`config.mk`:
```
export PLATFORM = sky130hd
export DESIGN_NAME = ad9866_spi_ctrl
export DESIGN_NICKNAME = d
export VERILOG_FILES = /design/src/rtl/ad9866_pkg.sv /design/src/rtl/ad9866_spi_shift.sv /design/src/rtl/ad9866_spi_ctrl.sv
export SDC_FILE = /design/constraint.sdc
export NUM_CORES = 1
export LEC_CHECK = 0
export CORE_MARGIN = 1
export CORE_UTILIZATION = 55
export CTS_CLUSTER_DIAMETER = 60
export DETAILED_ROUTE_END_ITERATION = 8
export GPL_TIMING_DRIVEN = 1
export PLACE_DENSITY = 0.91
export SLEW_MARGIN = 5
export SYNTH_ARGS = -nofsm -noshare
export SYNTH_HDL_FRONTEND = slang
export SYNTH_SLANG_ARGS = --single-unit
```
`constraint.sdc`:
```
create_clock -name ad9866spiclk -period 2.4 [get_ports ad9866spiclk]
set_input_delay 0.48 -clock ad9866spiclk [delete_from_list [all_inputs] [get_ports ad9866spiclk]]
set_output_delay 0.48 -clock ad9866spiclk [all_outputs]
set_load 0.05 [all_outputs]
```
`src/rtl/ad9866_pkg.sv`:
```
// Shared types and constants for the AD9866 serial-port sequencer.
package ad9866_pkg;

   typedef enum logic [2:0] {
      ST_HRST,
      ST_HWAIT,
      ST_INIT,
      ST_SHIFT,
      ST_GAP,
      ST_IDLE
   } state_t;

   localparam int ADDR_W  = 5;
   localparam int DATA_W  = 8;
   localparam int FRAME_W = 16;
   localparam int GAIN_W  = 6;

   localparam int INIT_LEN = 8;
   localparam logic [ADDR_W-1:0] GAIN_ADDR_DEF = 5'h09;

   localparam logic [FRAME_W-1:0] INIT_TABLE [INIT_LEN] = '{
      16'h0080, 16'h0100, 16'h0216, 16'h0341,
      16'h0401, 16'h0581, 16'h0742, 16'h0820
   };

   // Frame layout on the wire, MSB first: rw, two zero bits, address, data.
   function automatic logic [FRAME_W-1:0] mk_frame(input logic rw,
                                                   input logic [ADDR_W-1:0] addr,
                                                   input logic [DATA_W-1:0] data);
      return {rw, 2'b00, addr, data};
   endfunction

endpackage

```
`src/rtl/ad9866_spi_shift.sv`:
```
// 16-bit SPI shifter with SCLK divider; one load strobe in, one done strobe out.
module ad9866_spi_shift
   import ad9866_pkg::*;
#(
   parameter int SPI_DIV = 4
) (
   input  logic               ad9866spiclk,
   input  logic               reset,
   input  logic               i_load,
   input  logic [FRAME_W-1:0] i_frame,
   input  logic               i_rd,
   input  logic               i_sdo,
   output logic               o_sclk,
   output logic               o_sdio,
   output logic               o_sen_n,
   output logic               o_done,
   output logic [DATA_W-1:0]  o_rd_byte
);

   localparam int DIV_W = $clog2(SPI_DIV);
   localparam logic [DIV_W-1:0] DIV_MAX = DIV_W'(SPI_DIV - 1);

   logic               r_active;
   logic [DIV_W-1:0]   r_div;
   logic [3:0]         r_bit;
   logic [FRAME_W-1:0] r_sr;
   logic               r_rd;
   logic [DATA_W-1:0]  r_rd_sr;
   logic [DATA_W-1:0]  r_rd_byte;
   logic               r_sclk;
   logic               r_sdio;
   logic               r_sen_n;
   logic               r_done;

   always_ff @(posedge ad9866spiclk) begin
      if (reset) begin
         r_active  <= 1'b0;
         r_div     <= '0;
         r_bit     <= '0;
         r_sr      <= '0;
         r_rd      <= 1'b0;
         r_rd_sr   <= '0;
         r_rd_byte <= '0;
         r_sclk    <= 1'b0;
         r_sdio    <= 1'b0;
         r_sen_n   <= 1'b1;
         r_done    <= 1'b0;
      end else begin
         r_done <= 1'b0;
         if (i_load) begin
            r_active <= 1'b1;
            r_sen_n  <= 1'b0;
            r_sclk   <= 1'b0;
            r_sdio   <= i_frame[FRAME_W-1];
            r_sr     <= i_frame;
            r_bit    <= 4'd15;
            r_div    <= DIV_MAX;
            r_rd     <= i_rd;
         end else if (r_active) begin
            if (r_div != '0) begin
               r_div <= r_div - 1'b1;
            end else begin
               r_div <= DIV_MAX;
               if (!r_sclk) begin
                  r_sclk <= 1'b1;
                  // data byte of a read: capture sdo as sclk rises
                  if (r_rd && (r_bit < 4'd8))
                     r_rd_sr <= {r_rd_sr[DATA_W-2:0], i_sdo};
               end else if (r_bit == 4'd0) begin
                  r_active <= 1'b0;
                  r_sclk   <= 1'b0;
                  r_sen_n  <= 1'b1;
                  r_done   <= 1'b1;
                  if (r_rd)
                     r_rd_byte <= r_rd_sr;
               end else begin
                  r_sclk <= 1'b0;
                  r_bit  <= r_bit - 4'd1;
                  r_sdio <= r_sr[FRAME_W-2];
                  r_sr   <= {r_sr[FRAME_W-2:0], 1'b0};
               end
            end
         end
      end
   end

   assign o_sclk    = r_sclk;
   assign o_sdio    = r_sdio;
   assign o_sen_n   = r_sen_n;
   assign o_done    = r_done;
   assign o_rd_byte = r_rd_byte;

endmodule

```
`src/rtl/ad9866_spi_ctrl.sv`:
```
// AD9866 configuration sequencer: hardware reset, init table replay, host/gain write arbitration.
// Define AD9866_READBACK_EN to honour cmd_rw and capture register readback.
//
// state    | meaning
// ST_HRST  | ad9866_rst_n held low for RST_CYCLES
// ST_HWAIT | reset released, wait RST_CYCLES
// ST_INIT  | load init table word idx into the shifter
// ST_SHIFT | frame on the wire
// ST_GAP   | sen_n high for 2*SPI_DIV, then next init word or idle
// ST_IDLE  | arbitrate host command vs. pending gain write
module ad9866_spi_ctrl
   import ad9866_pkg::*;
#(
   parameter int                SPI_DIV    = 4,
   parameter int                RST_CYCLES = 64,
   parameter logic [ADDR_W-1:0] GAIN_ADDR  = GAIN_ADDR_DEF
) (
   input  logic              ad9866spiclk,
   input  logic              reset,
   input  logic              cmd_valid,
   output logic              cmd_ready,
   input  logic              cmd_rw,
   input  logic [ADDR_W-1:0] cmd_addr,
   input  logic [DATA_W-1:0] cmd_data,
   input  logic [GAIN_W-1:0] gain,
   output logic              init_done,
   output logic              busy,
   output logic              ad9866_sclk,
   output logic              ad9866_sdio,
   input  logic              ad9866_sdo,
   output logic              ad9866_sen_n,
   output logic              ad9866_rst_n,
   output logic [DATA_W-1:0] rd_data,
   output logic              rd_valid
);

   localparam int TMR_W = 16;
   localparam int IDX_W = (INIT_LEN > 1) ? $clog2(INIT_LEN) : 1;

   state_t             r_state;
   state_t             w_next;
   logic [TMR_W-1:0]   r_tmr;
   logic [IDX_W-1:0]   r_idx;
   logic               r_init_done;
   logic [GAIN_W-1:0]  r_sent_gain;
   logic               r_gain_pend;
   logic [1:0]         r_streak;

   logic               w_load;
   logic [FRAME_W-1:0] w_frame;
   logic               w_frame_rd;
   logic               w_host_acc;
   logic               w_gain_sel;
   logic               w_cmd_ready;
   logic               w_host_rw;
   logic               w_sdo_in;
   logic               w_done;
   logic [DATA_W-1:0]  w_rd_byte;
   logic               w_tmr_tc;

   assign w_tmr_tc = (r_tmr == '0);

   always_comb begin
      w_next      = r_state;
      w_load      = 1'b0;
      w_frame     = INIT_TABLE[r_idx];
      w_frame_rd  = 1'b0;
      w_host_acc  = 1'b0;
      w_gain_sel  = 1'b0;
      w_cmd_ready = 1'b0;
      case (r_state)
         ST_HRST:  if (w_tmr_tc) w_next = ST_HWAIT;
         ST_HWAIT: if (w_tmr_tc) w_next = ST_INIT;
         ST_INIT: begin
            w_load = 1'b1;
            w_next = ST_SHIFT;
         end
         ST_SHIFT: if (w_done) w_next = ST_GAP;
         ST_GAP: begin
            if (w_tmr_tc) begin
               if (!r_init_done && (r_idx != IDX_W'(INIT_LEN - 1)))
                  w_next = ST_INIT;
               else
                  w_next = ST_IDLE;
            end
         end
         ST_IDLE: begin
            // a pending gain write gets a turn after two back-to-back host writes
            w_cmd_ready = r_init_done && !(r_gain_pend && (r_streak == 2'd2));
            if (cmd_valid && w_cmd_ready) begin
               w_host_acc = 1'b1;
               w_load     = 1'b1;
               w_frame    = mk_frame(w_host_rw, cmd_addr, cmd_data);
               w_frame_rd = w_host_rw;
               w_next     = ST_SHIFT;
            end else if (r_init_done && r_gain_pend) begin
               w_gain_sel = 1'b1;
               w_load     = 1'b1;
               w_frame    = mk_frame(1'b0, GAIN_ADDR, {2'b01, gain});
               w_next     = ST_SHIFT;
            end
         end
         default: w_next = ST_HRST;
      endcase
   end

   always_ff @(posedge ad9866spiclk) begin
      if (reset) begin
         r_state     <= ST_HRST;
         r_tmr       <= TMR_W'(RST_CYCLES - 1);
         r_idx       <= '0;
         r_init_done <= 1'b0;
         r_sent_gain <= 6'h3F;
         r_gain_pend <= 1'b0;
         r_streak    <= 2'd0;
      end else begin
         r_state     <= w_next;
         r_gain_pend <= (gain != r_sent_gain);
         if (w_next != r_state) begin
            case (w_next)
               ST_HWAIT: r_tmr <= TMR_W'(RST_CYCLES - 1);
               ST_GAP:   r_tmr <= TMR_W'(2 * SPI_DIV - 1);
               default:  r_tmr <= '0;
            endcase
         end else if (!w_tmr_tc) begin
            r_tmr <= r_tmr - 1'b1;
         end
         if (r_state == ST_HWAIT)
            r_idx <= '0;
         else if ((r_state == ST_GAP) && (w_next == ST_INIT))
            r_idx <= r_idx + 1'b1;
         if ((r_state == ST_GAP) && (w_next == ST_IDLE))
            r_init_done <= 1'b1;
         if (w_host_acc) begin
            r_streak <= (r_streak == 2'd2) ? 2'd2 : r_streak + 2'd1;
         end else if (w_gain_sel) begin
            r_streak    <= 2'd0;
            r_sent_gain <= gain;
         end
      end
   end

   ad9866_spi_shift #(
      .SPI_DIV (SPI_DIV)
   ) u_shift (
      .ad9866spiclk (ad9866spiclk),
      .reset        (reset),
      .i_load       (w_load),
      .i_frame      (w_frame),
      .i_rd         (w_frame_rd),
      .i_sdo        (w_sdo_in),
      .o_sclk       (ad9866_sclk),
      .o_sdio       (ad9866_sdio),
      .o_sen_n      (ad9866_sen_n),
      .o_done       (w_done),
      .o_rd_byte    (w_rd_byte)
   );

`ifdef AD9866_READBACK_EN
   logic r_rd_frame;

   always_ff @(posedge ad9866spiclk) begin
      if (reset)
         r_rd_frame <= 1'b0;
      else if (w_load)
         r_rd_frame <= w_frame_rd;
   end

   assign w_host_rw = cmd_rw;
   assign w_sdo_in  = ad9866_sdo;
   assign rd_data   = w_rd_byte;
   assign rd_valid  = w_done & r_rd_frame;
`else
   logic w_unused;

   assign w_host_rw = 1'b0;
   assign w_sdo_in  = 1'b0;
   assign rd_data   = '0;
   assign rd_valid  = 1'b0;
   assign w_unused  = ^{cmd_rw, ad9866_sdo, w_rd_byte};
`endif

   assign cmd_ready    = w_cmd_ready;
   assign init_done    = r_init_done;
   assign busy         = !((r_state == ST_IDLE) && r_init_done);
   assign ad9866_rst_n = (r_state != ST_HRST);

endmodule

```
======== Word level (Yosys, flattened, before mapping) ========
Memory sizes are Yosys's and may differ from the RTL's.
Cells that the tools add are included.
W data, S select, Z words.
word-level totals
  output and inout bits ................... 16
  flip-flop bits (word level) ............. 58
  bits in read-only memories .............. 128
  memories kept ........................... 1
  bits of input ports ..................... 24
memories
  memory           depth  bits a word  read ports  clocked after memory_dff  write ports  RTL line               text
  (no name shown)  8      16           1           0                         0            ad9866_spi_ctrl.sv:66  w_frame = INIT_TABLE[r_idx];
operators by class
  equal/unequal tests ..................... 16
  reduce and logical (&&, ||, !) cells .... 27
  bitwise operators ....................... 5
  $add $sub $neg .......................... 5
  $lt $le $gt $ge ......................... 1
  mux-type cells .......................... 57
operators with widths
  operator                 count
  $mux W16                 7
  $mux W15                 5
  $mux W1                  24
  $mux W3                  7
  $mux W4                  5
  $pmux W3 S6              1
  $logic_not A16 Y1        1
  $sub A16 B1 Y16 const B  1
  $eq A3 B3 Y1 const B     4
  $mux W2                  6
  $pmux W6 S2              1
  $reduce_bool A2 Y1       5
  $eq A3 B2 Y1 const B     3
  $logic_and A1 B1 Y1      8
  $reduce_and A4 Y1        2
  $eq A3 B1 Y1 const B     2
  $ne A2 B1 Y1 const B     3
  $ne A6 B6 Y1             1
  $reduce_or A5 Y1         1
  $ge A4 B4 Y1 const B     1
  $logic_not A4 Y1         1
  $not A1 Y1               4
  $not A3 Y4               1
  $reduce_and A2 Y1        2
  12 further kinds         15

======== Depth between registers and ports, before layout ========
  word-level depth ........................ 10
  mapped depth ............................ 9

======== Hierarchy ========
A second synthesis with hierarchy kept.
second synthesis, totals
  cell total of the unflattened synthesis .. 476
  area, all modules ....................... 4,015.1 um^2
by module, submodules not included
  module            instances  cells an instance  area an instance (um^2)
  ad9866_spi_ctrl   1          255                2,049.5
  ad9866_spi_shift  1          221                1,965.6

======== Worst setup path after synthesis ========
OpenSTA, ideal clock, no wires.
  path kind ............................... register -> output
  start point ............................. register r_init_done, in the netlist init_done
  end point ............................... output port cmd_ready
  required time ........................... 1.920 ns
  path slack .............................. -0.368 ns
  arrival time ............................ 2.288 ns
  cell stages (with the launch flop) ...... 5
  cell sequence ........................... dfxtp_1 and4b_1 clkbuf_1 inv_1 a21oi_1
on the way
  longest elaborated chain between the ends .. 2
ends and longest elaborated chain
  item                    RTL line                text
  from (decl)             ad9866_spi_ctrl.sv:44   logic r_init_done;
  from (signal assigned)  ad9866_spi_ctrl.sv:112  r_init_done <= 1'b0;
  from (signal assigned)  ad9866_spi_ctrl.sv:133  r_init_done <= 1'b1;
  $logic_and A1 B1 Y1     ad9866_spi_ctrl.sv:89   w_cmd_ready = r_init_done && !(r_gain_pend && (r_streak == 2'd2));
  $mux W1                 ad9866_spi_ctrl.sv:71   case (r_state)
  to (decl)               ad9866_spi_ctrl.sv:21   output logic cmd_ready,
Every way passes these cells.

======== Final worst setup path ========
  start point ............................. register r_state[0]
  end point ............................... output port cmd_ready
on the way
  longest elaborated chain between the ends .. 2
ends and longest elaborated chain
  item                    RTL line                text
  from (decl)             ad9866_spi_ctrl.sv:40   state_t r_state;
  from (signal assigned)  ad9866_spi_ctrl.sv:117  r_state <= w_next;
  $eq A3 B3 Y1            ad9866_spi_ctrl.sv:71
  $mux W1                 ad9866_spi_ctrl.sv:71
Every way passes these cells.

==> impl_metrics.csv <==
group,metric,value,unit
detailed_routing,drtAntennaViolNets,0,
timing,timing.fmax,0.435,GHz
timing,rsz0062_at_grt,"no",
detailed_routing,wl_per_cell,15.8,um
synth,yosys_most_used_dff,"dfxtp_1",
floorplan,die_w,77.9,um
floorplan,io_pins,40,
clock_network,clkSinkCount,58,
detailed_routing,drt-initial-drc-count,270,
detailed_routing,viasPerCell,5.99,
synth,synth-edff-count,0,
critical_path,required,1.92,ns
timing,setup_viol,0,
min_path,hold_class,"flip-flop to flip-flop",
global_routing,grt_overflow,0,
cells_and_area,fillers,423,
synth,synthSimpleGateAreaFrac,0.222,
critical_path,r2r_setup_slack,0.15,ns
timing,fin_hold_ws,0.472,ns
clock_network,cts_tree,"done",
clock_network,root_buffer,"clkbuf_8",
clock_network,htreeDepth,3,
synth,synth.area.mux_share,0.0498,
critical_path,rr_endpoint,"u_shift.r_sr[10]",
timing,finalHoldViolations,0,
synth,netlist_instances,377,
cells_and_area,multi_input_area,1840,sq um
synth,synth_top_family_by_area,"simple AND/OR/NAND/NOR gates",
critical_path,worstSetupStartpointType,"flip-flop",
timing,slew_violations,0,
detailed_routing,vias,2934,
cells_and_area,seq_area,1160,sq um
critical_path,timing.critical_path.arrival,1.82,ns
critical_path,endpoint_kind,"primary output",
floorplan,core_region_area,5540,sq um
min_path,hold-path-endpoint,"u_shift.r_sr[4]",
global_routing,antenna_found_initial,0,
pwr,finalPower,0.00189,W
pwr,peakVddDrop,0.296,mV
clock_network,clk_pin_slew,0.06,ns
cells_and_area,diodes,0,
clock_network,clock_path_buffers,2,
critical_path,critPathMaxFanout,9,
placement,place_congestion,0.884,
synth,synth_seq_cells,58,
critical_path,reg2reg_from,"u_shift.r_bit[0]",
critical_path,crit_start,"r_state[0]",
critical_path,worstSetupPathType,"flip-flop to primary output",
synth,synth_compound_area_frac,0.194,
timing,finalCritPeriodShare,0.957,
global_routing,grt_first_pass_wirelength,12.6,mm
timing,slew_headroom,0.509,
detailed_routing,wl,7.73,mm
global_routing,grt_pass1_vias,2771,
clock_network,clock_latency,0.34,ns
synth,postSynth.asyncResetShare,0,
critical_path,worst_r2r_path_depth,7,
run,drv_cap,0,
pwr,p_leak,1.44,nW
synth,yosys_warnings,0,
timing,tightest_slew,0.729,ns
floorplan,start_util,0.572,
cells_and_area,drive_gt1_frac,0.129,
floorplan,row_count,27,
timing,fin_worst_skew,0.00434,ns
synth,netlist_area,3170,sq um
synth,yosys.cell_types.count,64,
synth,synthAdderAreaFrac,0.0434,
cells_and_area,nNetsFinal,449,
placement,place_area,3600,sq um
cells_and_area,area_delta_synth_final,19.1,%
synth,avgSynthCellArea,8.40,sq um
placement,post-dp-hpwl,5.37,mm
pwr,p_per_area,502,nW/um^2
clock_network,cts_inserted_buffers,9,
synth,yosysSeqAreaShare,0.367,
min_path,hp-start,"u_shift.r_sr[4]",
detailed_routing,drtPass1Iterations,5,
global_routing,grt_start_max_net_pins,39,
synth,synth_xor_area_frac,0.0553,
placement,io_buffer_count,28,
global_routing,track_usage,0.269,
floorplan,die-area,6070,sq um
timing,min_period,2.30,ns
outcome,status,"finished clean",
cells_and_area,fin_area,3770,sq um
floorplan,die_h,77.9,um
detailed_routing,drc,0,
min_path,hold_depth,2,
clock_network,hold_buffers,0,
## cells in the mapped netlist, types with 2 or more instances
master,n,area (sq um)
a31oi_1,7,43.8
buf_4,9,67.6
a2bb2oi_1,3,26.3
a21oi_1,25,125
nand3_1,8,40.0
o31ai_1,2,15.0
clkbuf_1,17,63.8
or4_1,2,15.0
o21ai_0,18,90.1
buf_2,5,25.0
nor4_1,2,12.5
dfxtp_1,58,1160
a222oi_1,3,30.0
o211ai_1,3,22.5
nor3_1,12,60.1
nand2b_1,5,31.3
nor4_2,2,25.0
a221oi_1,2,17.5
ha_1,11,138
a311oi_1,4,35.0
xor2_1,10,87.6
nand3b_1,3,22.5
nand2_1,40,150
a32oi_1,3,26.3
nor2b_1,4,25.0
mux2i_1,9,90.1
a22oi_1,4,30.0
mux2_2,6,67.6
nor3b_1,4,30.0
nor2_1,26,97.6
xnor2_1,10,87.6
and2_1,4,25.0
a22o_1,2,17.5
and3_1,4,25.0
or3_1,5,31.3
and4_1,3,26.3
inv_1,15,56.3
## power breakdown
group	leakage, nW	switching, W	internal [W]
logic	0.884	0.0000733	0.0000549
registers	0.468	0.00000752	0.000968
clock network	0.0920	0.000370	0.000419
## critical path, cell delays in order (launching register included)
cell and delay [ns]:
dfxtp_1 0.41, buf_4 0.18, and4b_1 0.39, inv_1 0.17
a21oi_4 0.17, buf_12 0.15
## placed cells by master (no fill, tap or decap), drive strengths merged, types with 4 or more instances in the layout
master         count
or3                6
dfxtp             58
clkdlybuf4s50     25
conb               9
o21ai             19
a311oi             4
mux2i              9
nor3b              4
nor4               4
a31oi              7
xor2              10
and2               4
xnor2             10
nand2b             5
nor2b              4
a21oi             26
nor3              12
clkbuf            12
nor2              26
ha                11
mux2               6
buf               23
nand3              8
and3               4
a22oi              4
inv               15
nand2             40
## cell families after synthesis
group	after synthesis
AND/OR/NAND/NOR	134
XOR/XNOR	20
multiplexers	15
AO/OA/AOI/OAI	92
other	1
adder cells (fa/ha/maj)	11
buffers and inverters	46
flip-flops	58
## how the worst max path moves through the flow
stage	endpoint	slack (ns)	cells after the start
4_1_cts	ad9866_rst_n	0.05	3
3_5_place_dp	r_tmr[11]	-0.02	6
5_1_grt	cmd_ready	0.01	5
3_3_place_gp	r_tmr[11]	0.07	6
6_report	cmd_ready	0.10	5
2_1_floorplan	cmd_ready	0.06	4
## cell type report
class / instances / share of cell area
tap: 72 / 0.0239
inverter: 15 / 0.0149
sequential: 58 / 0.308
multi-input combinational: 281 / 0.486
clock inverter: 3 / 0.00398
clock buffer: 12 / 0.0411
timing repair buffer: 49 / 0.122
## sequential cells by signal, indices dropped and copies added, names as in the netlist
signal            flops
r_streak              2
r_gain_pend           1
u_shift.r_sr         15
u_shift.o_sdio        1
u_shift.r_div         2
u_shift.o_sclk        1
u_shift.o_done        1
u_shift.r_bit         4
u_shift.o_sen_n       1
init_done             1
r_idx                 3
u_shift.r_active      1
r_tmr                16
r_state               3
r_sent_gain           6
## metrics by stage
stage / worst slack (ns) / instances / setup TNS (ns) / utilization
2_1_floorplan: 0.0624 / 385 / 0 / -
3_3_place_gp: 0.0655 / 475 / 0 / 0.650
3_5_place_dp: -0.0162 / 475 / -0.0162 / 0.650
6_report: 0.103 / 490 / 0 / 0.681
5_1_grt: 0.0123 / 490 / 0 / 0.681
4_1_cts: 0.0496 / 490 / 0 / 0.681
## metal layers
layer / up-vias / global-route usage / part of all wire
met1: 1377 / 0.333 / 0.44
met2: 124 / 0.441 / 0.48
met4: 0 / 0.141 / 0.019
li1: 1419 / - / -
met3: 14 / 0.0529 / 0.059
met5: - / 0 / 0
## repair_timing
item / CTS / global route
setup buffers: 0 / 0
gates resized for setup: 0 / 1
endpoints found under the setup margin: 0 / 1
No activity file was read; power rests on OpenSTA's default activity.
